File: src/rtl/display_attack_scheduler.sv
// =============================================================================
// Module      : display_attack_scheduler
// Description : Round-robin scheduler sharing one attack-board display among
//               NUM_REQ requesters. It latches the winner's board, pulses
//               attacked_valid, waits for display_done and acks the requester.
//               Optional WAIT watchdog: define DISPLAY_SCHED_TIMEOUT_EN.
// Revision    : 1.0 - initial release
// =============================================================================
`default_nettype none

module display_attack_scheduler #(
    parameter int NUM_REQ        = 2,
    parameter int TIMEOUT_CYCLES = 1024
) (
    input  logic                       clk,
    input  logic                       reset,
    input  logic [NUM_REQ-1:0]         req_valid,
    input  logic [NUM_REQ*64-1:0]      req_board,
    output logic [NUM_REQ-1:0]         req_ack,
    output logic [63:0]                attacked,
    output logic                       attacked_valid,
    output logic [$clog2(NUM_REQ)-1:0] grant_id,
    input  logic                       display_done,
    output logic                       busy,
    output logic                       timeout_err
);

    localparam int c_IDW = $clog2(NUM_REQ);

    localparam logic [1:0] c_IDLE  = 2'd0;
    localparam logic [1:0] c_ISSUE = 2'd1;
    localparam logic [1:0] c_WAIT  = 2'd2;

    if ((NUM_REQ < 2) || (NUM_REQ > 8) || (TIMEOUT_CYCLES < 1)) begin : g_param_check
        $error("display_attack_scheduler: illegal parameter value");
    end

    logic [1:0]         r_state;
    logic [c_IDW-1:0]   r_last_grant;
    logic [c_IDW-1:0]   r_grant_id;
    logic [63:0]        r_attacked;
    logic               r_attacked_valid;
    logic [NUM_REQ-1:0] r_req_ack;

    logic [NUM_REQ-1:0] w_elig;
    logic               w_hi_found;
    logic               w_lo_found;
    logic [c_IDW-1:0]   w_hi;
    logic [c_IDW-1:0]   w_lo;
    logic [c_IDW-1:0]   w_i;
    logic               w_found;
    logic [c_IDW-1:0]   w_win;
    logic [63:0]        w_board;
    logic               w_timeout;
    logic               w_finish;

    // The requester being acked this cycle must not be regranted on the same edge.
    assign w_elig = req_valid & ~r_req_ack;

    // Lowest eligible index above last_grant wins; otherwise wrap to the lowest at or below it.
    always_comb begin
        w_hi_found = 1'b0;
        w_lo_found = 1'b0;
        w_hi       = '0;
        w_lo       = '0;
        w_i        = '0;
        for (int i = NUM_REQ - 1; i >= 0; i--) begin
            w_i = c_IDW'(i);
            if (w_elig[w_i]) begin
                if (w_i > r_last_grant) begin
                    w_hi_found = 1'b1;
                    w_hi       = w_i;
                end else begin
                    w_lo_found = 1'b1;
                    w_lo       = w_i;
                end
            end
        end
    end

    assign w_found  = w_hi_found | w_lo_found;
    assign w_win    = w_hi_found ? w_hi : w_lo;
    assign w_board  = req_board[64*w_win +: 64];
    assign w_finish = display_done | w_timeout;

`ifdef DISPLAY_SCHED_TIMEOUT_EN
    localparam int               c_TOW     = $clog2(TIMEOUT_CYCLES + 1);
    localparam logic [c_TOW-1:0] c_TO_LAST = c_TOW'(TIMEOUT_CYCLES - 1);

    logic [c_TOW-1:0] r_wd_cnt;
    logic             r_timeout_err;

    assign w_timeout = (r_state == c_WAIT) && (r_wd_cnt == c_TO_LAST);

    // A done arriving on the timeout edge is treated as a normal completion.
    always_ff @(posedge clk) begin
        if (reset) begin
            r_wd_cnt      <= '0;
            r_timeout_err <= 1'b0;
        end else if (r_state == c_ISSUE) begin
            r_wd_cnt <= '0;
        end else if ((r_state == c_WAIT) && !display_done) begin
            if (w_timeout) begin
                r_timeout_err <= 1'b1;
            end else begin
                r_wd_cnt <= r_wd_cnt + c_TOW'(1);
            end
        end
    end

    assign timeout_err = r_timeout_err;
`else
    assign w_timeout   = 1'b0;
    assign timeout_err = 1'b0;
`endif

    always_ff @(posedge clk) begin
        if (reset) begin
            r_state          <= c_IDLE;
            r_last_grant     <= c_IDW'(NUM_REQ - 1);
            r_grant_id       <= '0;
            r_attacked       <= '0;
            r_attacked_valid <= 1'b0;
            r_req_ack        <= '0;
        end else begin
            r_attacked_valid <= 1'b0;
            r_req_ack        <= '0;
            case (r_state)
                c_IDLE: begin
                    if (w_found) begin
                        r_attacked       <= w_board;
                        r_grant_id       <= w_win;
                        r_attacked_valid <= 1'b1;
                        r_state          <= c_ISSUE;
                    end
                end
                c_ISSUE: begin
                    r_state <= c_WAIT;
                end
                c_WAIT: begin
                    if (w_finish) begin
                        r_req_ack[r_grant_id] <= 1'b1;
                        r_last_grant          <= r_grant_id;
                        r_state               <= c_IDLE;
                    end
                end
                default: begin
                    r_state <= c_IDLE;
                end
            endcase
        end
    end

    assign req_ack        = r_req_ack;
    assign attacked       = r_attacked;
    assign attacked_valid = r_attacked_valid;
    assign grant_id       = r_grant_id;
    assign busy           = (r_state != c_IDLE);

endmodule

`default_nettype wire

File: config.mk
export PLATFORM = sky130hd
export DESIGN_NAME = display_attack_scheduler
export DESIGN_NICKNAME = d
export VERILOG_FILES = /design/src/rtl/display_attack_scheduler.sv
export SDC_FILE = /design/constraint.sdc
export NUM_CORES = 1
export LEC_CHECK = 0
export BUFFER_PORTS_ARGS = -buffer_cell sky130_fd_sc_hd__buf_4
export CAP_MARGIN = 20
export CELL_PAD_IN_SITES_DETAIL_PLACEMENT = 1
export CELL_PAD_IN_SITES_GLOBAL_PLACEMENT = 1
export CORE_MARGIN = 4
export CORE_UTILIZATION = 31
export CTS_CLUSTER_DIAMETER = 80
export DETAILED_ROUTE_END_ITERATION = 16
export HOLD_SLACK_MARGIN = 0.02
export MAX_ROUTING_LAYER = met4
export PLACE_DENSITY = 0.83
export SYNTH_ARGS = -nofsm -noshare
export SYNTH_HDL_FRONTEND = slang
export SYNTH_SLANG_ARGS = --single-unit
File: constraint.sdc
create_clock -name clk -period 3.06 [get_ports clk]
set_input_delay 0.153 -clock clk [delete_from_list [all_inputs] [get_ports clk]]
set_output_delay 0.153 -clock clk [all_outputs]
set_load 0.005 [all_outputs]
==> out/qor.json, run 1 <==
{
  "worst_ep_required_time_ns": 3.29,
  "post_detailed_route_drc_marker_count": 0,
  "run_status": "finished, final reports clean",
  "cts-root-to-sink-buffers": 2,
  "m1WireLength_um": 4450,
  "drv_cap": 0,
  "ys_types": 20,
  "die_height_um": 110,
  "end_kind": "flip-flop",
  "timing.hold.ws_ns": 0.0842,
  "wl_met3_um": 756,
  "timing.clock.skew_ns": 0.0121,
  "ir_worst_vdd_uv": 311,
  "final-instance-count-excl-fill": 701,
  "clock-root-buffer": "sky130_fd_sc_hd__clkbuf_8",
  "firstDrtPassIters": 4,
  "grt_use_total_pct": 18.6,
  "p_per_cell_area_nw_per_um2": 499,
  "ctsHtreeMaxLevel": 3,
  "timing.setup.critical_path_class": "flip-flop to flip-flop",
  "core_area_um2": 9950,
  "gp_congestion": 0.740,
  "worstHoldPathType": "input port to flip-flop",
  "cts_inserted_buffers": 9,
  "grt_pass1_vias": 3616,
  "report.final.hold_viol_count": 0,
  "drt_first_iter_violations": 168,
  "layout.filler_cells": 1218,
  "place_hpwl_um": 8340,
  "synthesis.yosys.warnings": 0,
  "post-route-min-period_ns": 1.91,
  "antennaDiodeCount": 0,
  "post_syn_instances": 385,
  "std_cell_rows": 36,
  "worst_setup_margin_ns": 1.15,
  "routed-via-count": 3457,
  "relSlewSlack_pct": 38.7,
  "cts_setup_buffers": 0,
  "maxClockFrequency_mhz": 524,
  "worst_setup_slack_before_clock_tree_synthesis_ns": 1.13,
  "initial_core_util_pct": 32.4,
  "grt_antenna_before_repair": 0,
  "io_buffers": 201,
  "leakagePower_nw": 2.25,
  "arrival_ns": 2.14,
  "worstSetupStartpointType": "flip-flop",
  "highest_net_fanout_along_the_worst_path": 43,
  "finalWirelength_um": 11400,
  "routedWlPerCell_um": 16.3,
  "grt_pass1_wl_um": 17300,
  "dr_wl_met2_um": 6030,
  "yosysSeqAreaShare_pct": 44.0,
  "rsz0062_at_grt": "no",
  "finalCritPeriodShare_pct": 62.4,
  "area_delta_synth_final_pct": 52.6,
  "ctsResizeCount": 0,
  "clock_tree_from_tritoncts": "yes",
  "grt_max_degree": 127,
  "final_layout_size_suffix_gt1_share_pct": 44.0,
  "die_w_um": 110,
  "synthesized_area_per_cell_um2": 8.38,
  "highest-signal-layer": "met4",
  "setup_failing_eps_final": 0,
  "vias_per_cell": 4.93,
  "setup-tns-final_ns": 0,
  "ctsHoldBuffers": 0,
  "grt.overflow.total": 0,
  "io-pin-count": 203,
  "worst_margin_pin_slew_ns": 0.920,
  "drv_slew": 0,
  "detail-route-antenna-nets": 0,
  "die_area_um2": 12100,
  "yosys_register_bits": 71,
  "clock-sinks": 71,
  "design.final.nets": 696,
  "mappedNetlistArea_um2": 3230,
  "dp.cells": 685,
  "ff2ff_setup_slack_ns": 1.15,
  "path_clk_slew_ns": 0.08,
  "insertion_delay_ns": 0.33,
  "synthesis.nets": 518
}
[worst paths after layout]
kind,from,end,depth (start not counted)
max,req_ack[1]$_SDFF_PP0_,attacked[20]$_SDFFE_PP0P_,5
min,req_board[21],attacked[21]$_SDFFE_PP0P_,3
max reg2reg,req_ack[1]$_SDFF_PP0_,attacked[20]$_SDFFE_PP0P_,5
min reg2reg,r_last_grant$_SDFFE_PP1P_,r_last_grant$_SDFFE_PP1P_,1
[synth_stat cells]
cell	count	area, µm²
sky130_fd_sc_hd__a211o_1	1	8.76
sky130_fd_sc_hd__a311oi_1	34	298
sky130_fd_sc_hd__a311oi_2	30	450
sky130_fd_sc_hd__and2_1	1	6.26
sky130_fd_sc_hd__buf_2	12	60.1
sky130_fd_sc_hd__buf_4	6	45.0
sky130_fd_sc_hd__buf_6	4	45.0
sky130_fd_sc_hd__clkbuf_1	15	56.3
sky130_fd_sc_hd__conb_1	1	3.75
sky130_fd_sc_hd__dfxtp_1	71	1420
sky130_fd_sc_hd__inv_1	1	3.75
sky130_fd_sc_hd__mux2i_1	2	20.0
sky130_fd_sc_hd__nand2_1	129	484
sky130_fd_sc_hd__nand3b_1	2	15.0
sky130_fd_sc_hd__nor2_1	68	255
sky130_fd_sc_hd__nor2b_1	4	25.0
sky130_fd_sc_hd__nor3_1	1	5.00
sky130_fd_sc_hd__nor3b_1	1	7.51
sky130_fd_sc_hd__o21ba_1	1	10.0
sky130_fd_sc_hd__or2_1	1	6.26
[layer usage]
layer	track usage, %	vias to the layer above
li1	-	1680
met1	20.9	1639
met2	33.7	124
met3	3.61	14
met4	5.08	0
met5	-	-
[layout make-up]
class,count,area (µm²),share of cell area (%)
Clock inverter,4,22.5,0.457
Sequential cell,71,1420,28.9
Clock buffer,12,135,2.74
Inverter,1,3.75,0.0762
Tap cell,133,166,3.38
Multi-Input combinational cell,276,1610,32.6
Timing Repair Buffer,204,1570,31.9
[report_power, final]
part / internal [mW] / total, mW / switching [mW] / leakage, nW
clock network: 0.292 / 0.638 / 0.347 / 0.0801
registers: 1.04 / 1.10 / 0.0632 / 0.589
logic: 0.378 / 0.716 / 0.338 / 1.58
[cells by family (layout without fill, tap and decap cells)]
group / Yosys count / after routing / share of synthesized area, %
AND/OR/NAND/NOR: 207 / 207 / 24.9
AO/OA/AOI/OAI: 66 / 66 / 23.8
multiplexers: 2 / 2 / 0.620
other: 1 / 1 / 0.116
flip-flops: 71 / 71 / 44.0
buffers and inverters: 38 / 221 / 6.51
[stage by stage]
| step | utilization, % | cell area [µm²] | power, mW |
|---|---|---|---|
| after floorplan | - | 3230 | 1.48 |
| after CTS | 49.5 | 4920 | 2.49 |
| final | 49.5 | 4920 | 2.46 |
| after global placement | 47.9 | 4770 | 1.82 |
| after global routing | 49.5 | 4920 | 2.61 |
| after detailed placement | 47.9 | 4770 | 1.85 |
[cells in the final DEF, fill, tap and decap left out, drive strengths merged, types with 2 or more instances in the layout]
| cell type | count |
|---|---|
| buf | 204 |
| mux2i | 2 |
| nand3b | 2 |
| dfxtp | 71 |
| nor2 | 68 |
| nor2b | 4 |
| a311oi | 64 |
| clkinv | 3 |
| clkbuf | 12 |
| nand2 | 129 |
[worst max-delay path, cell delays in order, from the launching register on]
cell                       delay [ns]
sky130_fd_sc_hd__dfxtp_1         0.32
sky130_fd_sc_hd__nor2b_1         0.26
sky130_fd_sc_hd__and2_2          0.54
sky130_fd_sc_hd__buf_12          0.27
sky130_fd_sc_hd__nand2_1         0.09
sky130_fd_sc_hd__a311oi_1        0.28
[state kept, by name (all words and copies together) (netlist names)]
name            cells
r_state             2
attacked           64
grant_id            1
req_ack             2
r_last_grant        1
attacked_valid      1
(Power assumes the default switching activity.)
==> run 2, diff against run 1 <==
Settings changed: CORE_UTILIZATION 31 to 29, PLACE_DENSITY 0.83 to 0.78.
Clock period 3.06 ns to 1.94 ns, I/O delays scaled along.
==> run 2 against run 1 <==
Against the previous run: core utilization rose by 2.2 points; via count rose by 10%; non-clock buffer count increased by 60; sequential cell count unchanged; worst hold slack lost 0.043 ns; sequential share of layout area is 3.6 points lower; clock skew down 0.0028 ns; die area grew 6.4%; power increased by 78%; cell area grew 14%; clock-buffer cell count down 2; critical endpoint is now attacked[24]$_SDFFE_PP0P_; largest cell class is now non-clock buffers.
==> out/qor.json, run 2 (same netlist as run 1, synthesis figures left out) <==
{
  "grt.overflow.total": 0,
  "place_hpwl_um": 8980,
  "crit_buf_inv": 1,
  "clock_tree_from_tritoncts": "yes",
  "die_area_um2": 12900,
  "critical_path.endpoint": "attacked[24]$_SDFFE_PP0P_",
  "die_height_um": 113,
  "final_layout_size_suffix_gt1_share_pct": 41.2,
  "ctsResizeCount": 0,
  "p_sw_share_pct": 29.2,
  "relSlewSlack_pct": 65.1,
  "post-route-min-period_ns": 1.73,
  "routedWlPerCell_um": 17.4,
  "dp.cells": 698,
  "worst_setup_margin_ns": 0.211,
  "layout.cells.most_common": "sky130_fd_sc_hd__buf_4",
  "timing.setup.critical_path_class": "flip-flop to flip-flop",
  "initial_core_util_pct": 29.6,
  "vias_per_cell": 4.95,
  "detail-route-antenna-nets": 0,
  "end_kind": "flip-flop",
  "report.final.hold_viol_count": 0,
  "crit-reg2reg-capture": "attacked[24]$_SDFFE_PP0P_",
  "r2r.worst_path.cells": 5,
  "layout.filler_cells": 1267,
  "arrival_ns": 1.98,
  "drv_cap": 0,
  "power_switching_mw": 1.27,
  "worst_setup_slack_before_clock_tree_synthesis_ns": 0.284,
  "setup_failing_eps_final": 0,
  "ir_worst_vdd_uv": 307,
  "timing.hold.worst.start": "req_board[3]",
  "timing.clock.skew_ns": 0.00921,
  "ctsHtreeMaxLevel": 3,
  "io-pin-count": 203,
  "cp_slowest_cell": "sky130_fd_sc_hd__o21ba_4",
  "design.final.nets": 756,
  "gp_congestion": 0.872,
  "worst_ep_required_time_ns": 2.19,
  "maxClockFrequency_mhz": 579,
  "seq_power_share_pct": 39.9,
  "final-instance-count-excl-fill": 771,
  "grt_pass1_wl_um": 20800,
  "path_delay_family": "compound AO/OA/AOI/OAI gates",
  "std_cell_rows": 38,
  "grt_use_total_pct": 21.0,
  "max_ffs_per_register": 64,
  "routed-via-count": 3815,
  "grt_antenna_before_repair": 2,
  "cts_setup_buffers": 0,
  "grt_pass1_vias": 4121,
  "worst_margin_pin_slew_ns": 0.524,
  "clock-sinks": 71,
  "insertion_delay_ns": 0.36,
  "leakagePower_nw": 2.55,
  "post_detailed_route_drc_marker_count": 0,
  "path_cells": "or2_1 -> o21ba_4 -> buf_12 -> nor2_1 -> a311oi_1",
  "finalCritPeriodShare_pct": 89.1,
  "ctsHoldBuffers": 53,
  "setup-tns-final_ns": 0,
  "drt_first_iter_violations": 189,
  "rsz0062_at_grt": "no",
  "drv_slew": 0,
  "cts-root-to-sink-buffers": 2,
  "worstHoldPathType": "input port to flip-flop",
  "area_delta_synth_final_pct": 74.4,
  "crit_start": "r_state[1]$_SDFFE_PP0P_",
  "highest_net_fanout_along_the_worst_path": 50,
  "run_status": "finished, final reports clean",
  "ff2ff_setup_slack_ns": 0.21,
  "relative_contribution_of_the_clock_network_to_total_power_pct": 30.7,
  "p_per_cell_area_nw_per_um2": 776,
  "die_w_um": 113,
  "clock-root-buffer": "sky130_fd_sc_hd__clkbuf_8",
  "finalWirelength_um": 13400,
  "cellInternalPower_mw": 3.09,
  "core_area_um2": 10900,
  "worstSetupStartpointType": "flip-flop",
  "cts_inserted_buffers": 9,
  "path_clk_slew_ns": 0.09,
  "worst-path-stages": 5,
  "firstDrtPassIters": 4,
  "io_buffers": 201,
  "grt_max_degree": 51,
  "combPwrFrac_pct": 29.5,
  "r2r-start": "r_state[1]$_SDFFE_PP0P_",
  "worst_path_largest_cell_delay_ns": 0.35,
  "layout.cells.most_common_list": "sky130_fd_sc_hd__buf_4, sky130_fd_sc_hd__nand2_1, sky130_fd_sc_hd__dfxtp_1, sky130_fd_sc_hd__nor2_1, sky130_fd_sc_hd__dlygate4sd3_1"
}
## run 2: layout make-up
class	count	area [µm²]	area share [%]
diodes	3	7.51	0.133
clock buffers	10	138	2.45
multi-input cells	276	1610	28.5
repair buffers	264	2190	39.0
well taps	140	175	3.11
flip-flops and latches	71	1420	25.3
clock inverters	6	83.8	1.49
inverters	1	3.75	0.0667
## run 2: worst min path at each step
stage | endpoint | slack, ns | cells past startpoint
2_1_floorplan | attacked[13]$_SDFFE_PP0P_ | 0.25 | 2
3_3_place_gp | attacked[13]$_SDFFE_PP0P_ | 0.37 | 3
3_5_place_dp | attacked[15]$_SDFFE_PP0P_ | 0.38 | 3
4_1_cts | attacked[41]$_SDFFE_PP0P_ | 0.02 | 3
5_1_grt | attacked[36]$_SDFFE_PP0P_ | 0.02 | 3
6_report | attacked[3]$_SDFFE_PP0P_ | 0.04 | 3
## run 2: worst register-to-register path, stage by stage (launching register included)
cell                       delay (ns)
sky130_fd_sc_hd__dfxtp_1         0.34
sky130_fd_sc_hd__or2_1           0.24
sky130_fd_sc_hd__o21ba_4         0.35
sky130_fd_sc_hd__buf_12          0.26
sky130_fd_sc_hd__nor2_1          0.11
sky130_fd_sc_hd__a311oi_1        0.33
## run 2: power groups by stage
| stage | clock, mW | combinational (mW) | sequential (mW) |
|---|---|---|---|
| 5_1_grt | 1.45 | 1.40 | 1.76 |
| 2_1_floorplan | 0 | 0.567 | 1.77 |
| 3_5_place_dp | 0 | 1.20 | 1.77 |
| 4_1_cts | 1.37 | 1.29 | 1.74 |
| 6_report | 1.34 | 1.29 | 1.74 |
| 3_3_place_gp | 0 | 1.16 | 1.76 |
## run 2: metrics by stage
step,util [%],hold WS [ns],total power [mW],instance area [µm²]
global route,51.7,0.0249,4.61,5620
finish,51.7,0.0408,4.37,5630
CTS,51.5,0.0203,4.40,5610
floorplan,-,0.249,2.34,3230
detailed placement,44.6,0.381,2.97,4860
global placement,44.6,0.370,2.92,4860
## run 2: routing by layer
metal / global-route usage, % / wire length, µm / up-vias
met3: 4.67 / 813 / 27
li1: - / - / 1799
met5: - / 0 / -
met4: 9.62 / 334 / 0
met2: 37.4 / 7090 / 159
met1: 22.1 / 5180 / 1830
==> run 3, diff against run 2 <==
Clock period 1.94 ns to 1.68 ns, I/O delays scaled along.
==> run 3 against run 2 <==
Against the previous run: critical path depth is the same; sequential share of layout area down 0.34 points; global-route usage rose by 0.43 points; worst setup slack lost 0.10 ns; cell area grew 1.4%; first-iteration DRC count is 26% higher; sequential cell count is the same; clock skew is essentially flat; critical endpoint unchanged; largest power group unchanged.
==> out/qor.json, run 3 (same netlist as run 1, synthesis figures left out) <==
{
  "worstSetupStartpointType": "flip-flop",
  "routedWlPerCell_um": 18.1,
  "die_area_um2": 12900,
  "highest_net_fanout_along_the_worst_path": 25,
  "finalCritPeriodShare_pct": 93.4,
  "clock-sinks": 71,
  "layout.cells.most_common_list": "sky130_fd_sc_hd__buf_4, sky130_fd_sc_hd__nand2_1, sky130_fd_sc_hd__dfxtp_1, sky130_fd_sc_hd__nor2_1, sky130_fd_sc_hd__dlygate4sd3_1",
  "grt_antenna_before_repair": 1,
  "arrival_ns": 1.80,
  "grt_use_total_pct": 21.5,
  "timing.clock.skew_ns": 0.00955,
  "detail-route-antenna-nets": 0,
  "timing.setup.critical_path_class": "flip-flop to flip-flop",
  "drv_cap": 0,
  "maxClockFrequency_mhz": 637,
  "ff2ff_setup_slack_ns": 0.11,
  "gp_congestion": 0.835,
  "layout.filler_cells": 1277,
  "drt_first_iter_violations": 238,
  "detailed_place.area_um2": 4880,
  "grt_pass1_vias": 4347,
  "std_cell_rows": 38,
  "post_detailed_route_drc_marker_count": 0,
  "drv_slew": 0,
  "worst_setup_slack_before_clock_tree_synthesis_ns": 0.0773,
  "insertion_delay_ns": 0.34,
  "place_hpwl_um": 8950,
  "worst_margin_pin_slew_ns": 0.594,
  "routed-via-count": 3827,
  "crit-reg2reg-capture": "attacked[24]$_SDFFE_PP0P_",
  "area.sequential_um2": 1420,
  "leakagePower_nw": 2.59,
  "crit_start": "r_state[1]$_SDFFE_PP0P_",
  "cts-root-to-sink-buffers": 2,
  "initial_core_util_pct": 29.6,
  "grt_pass1_wl_um": 21600,
  "run_status": "finished, final reports clean",
  "worst_setup_margin_ns": 0.111,
  "finalWirelength_um": 14000,
  "worst_ep_required_time_ns": 1.91,
  "final_layout_size_suffix_gt1_share_pct": 41.5,
  "die_height_um": 113,
  "firstDrtPassIters": 4,
  "multi_input_comb_area_um2": 1610,
  "report.final.hold_viol_count": 0,
  "clock-root-buffer": "sky130_fd_sc_hd__clkbuf_8",
  "final_cell_area_um2": 5700,
  "worstHoldPathType": "input port to flip-flop",
  "ir_worst_vdd_uv": 355,
  "relSlewSlack_pct": 60.4,
  "r2r.worst_path.cells": 5,
  "path_cells": "or2_1 -> o21ba_4 -> buf_12 -> nor2_1 -> a311oi_2",
  "clock_tree_from_tritoncts": "yes",
  "vias_per_cell": 4.94,
  "area_delta_synth_final_pct": 76.7,
  "end_kind": "flip-flop",
  "cts_inserted_buffers": 9,
  "io-pin-count": 203,
  "layout.cells.most_common": "sky130_fd_sc_hd__buf_4",
  "post-route-min-period_ns": 1.57,
  "critical_path.endpoint": "attacked[24]$_SDFFE_PP0P_",
  "grt.overflow.total": 0,
  "io_buffers": 201,
  "total_power_mw": 4.85,
  "r2r-start": "r_state[1]$_SDFFE_PP0P_",
  "design.final.nets": 762,
  "p_per_cell_area_nw_per_um2": 851,
  "ctsHtreeMaxLevel": 3,
  "core_area_um2": 10900,
  "grt_max_degree": 51,
  "setup_failing_eps_final": 0,
  "worst_path_largest_cell_delay_ns": 0.33,
  "path_clk_slew_ns": 0.08,
  "cp_slowest_cell": "sky130_fd_sc_hd__dfxtp_1",
  "die_w_um": 113,
  "max_ffs_per_register": 64
}
==> run 3: timing repair <==
item                                    in CTS  in global routing
hold buffers                                56                  0
endpoints found under the hold margin       30                  0
resized for setup                            0                  3
endpoints found under the setup margin       0                  6
buffers inserted                             0                  2
==> run 3: power by group <==
| part | internal, mW | total [mW] | switching [mW] |
|---|---|---|---|
| logic | 0.868 | 1.59 | 0.720 |
| registers | 1.89 | 2.01 | 0.118 |
| clock network | 0.614 | 1.26 | 0.642 |
==> run 3: through the flow <==
stage | cells | TNS [ns] | hold slack [ns] | utilization, %
after floorplan | 385 | 0 | 0.236 | -
after global placement | 698 | 0 | 0.358 | 44.8
after detailed placement | 698 | 0 | 0.370 | 44.8
after CTS | 770 | 0 | 0.0207 | 51.6
after global routing | 775 | -0.00603 | 0.0208 | 52.4
final | 775 | 0 | 0.0377 | 52.4
==> run 3: how the worst min path moves through the flow <==
stage,slack (ns),from,to,depth (start not counted)
2_1_floorplan,0.24,req_board[13],attacked[13]$_SDFFE_PP0P_,2
3_3_place_gp,0.36,req_board[13],attacked[13]$_SDFFE_PP0P_,3
3_5_place_dp,0.37,req_board[33],attacked[33]$_SDFFE_PP0P_,3
4_1_cts,0.02,req_board[42],attacked[42]$_SDFFE_PP0P_,3
5_1_grt,0.02,req_board[89],attacked[25]$_SDFFE_PP0P_,3
6_report,0.04,req_board[89],attacked[25]$_SDFFE_PP0P_,3
==> run 3: worst max-delay path: cells and delay by family (launching register included) <==
kind                   cells  cell delay (ns)
AND/OR/NAND/NOR            2             0.32
buffers and inverters      1             0.19
flip-flops                 1             0.33
AO/OA/AOI/OAI              2             0.62
==> run 3: area by class of cell <==
| cell class | instances | area share [%] |
|---|---|---|
| Inverter | 1 | 0.0658 |
| Timing Repair Buffer | 270 | 40.5 |
| Multi-Input combinational cell | 276 | 28.3 |
| Sequential cell | 71 | 24.9 |
| Tap cell | 140 | 3.07 |
| Antenna cell | 1 | 0.0439 |
| Clock buffer | 13 | 2.79 |
| Clock inverter | 3 | 0.307 |
==> run 3: per-layer routing <==
layer  vias up  global-route usage [%]  part of all wire [%]
li1       1815                       -                     -
met1      1821                    23.2                    40
met2       157                    37.9                    51
met3        34                    4.51                   5.8
met4         0                    9.21                   3.3
met5         -                       -                     0
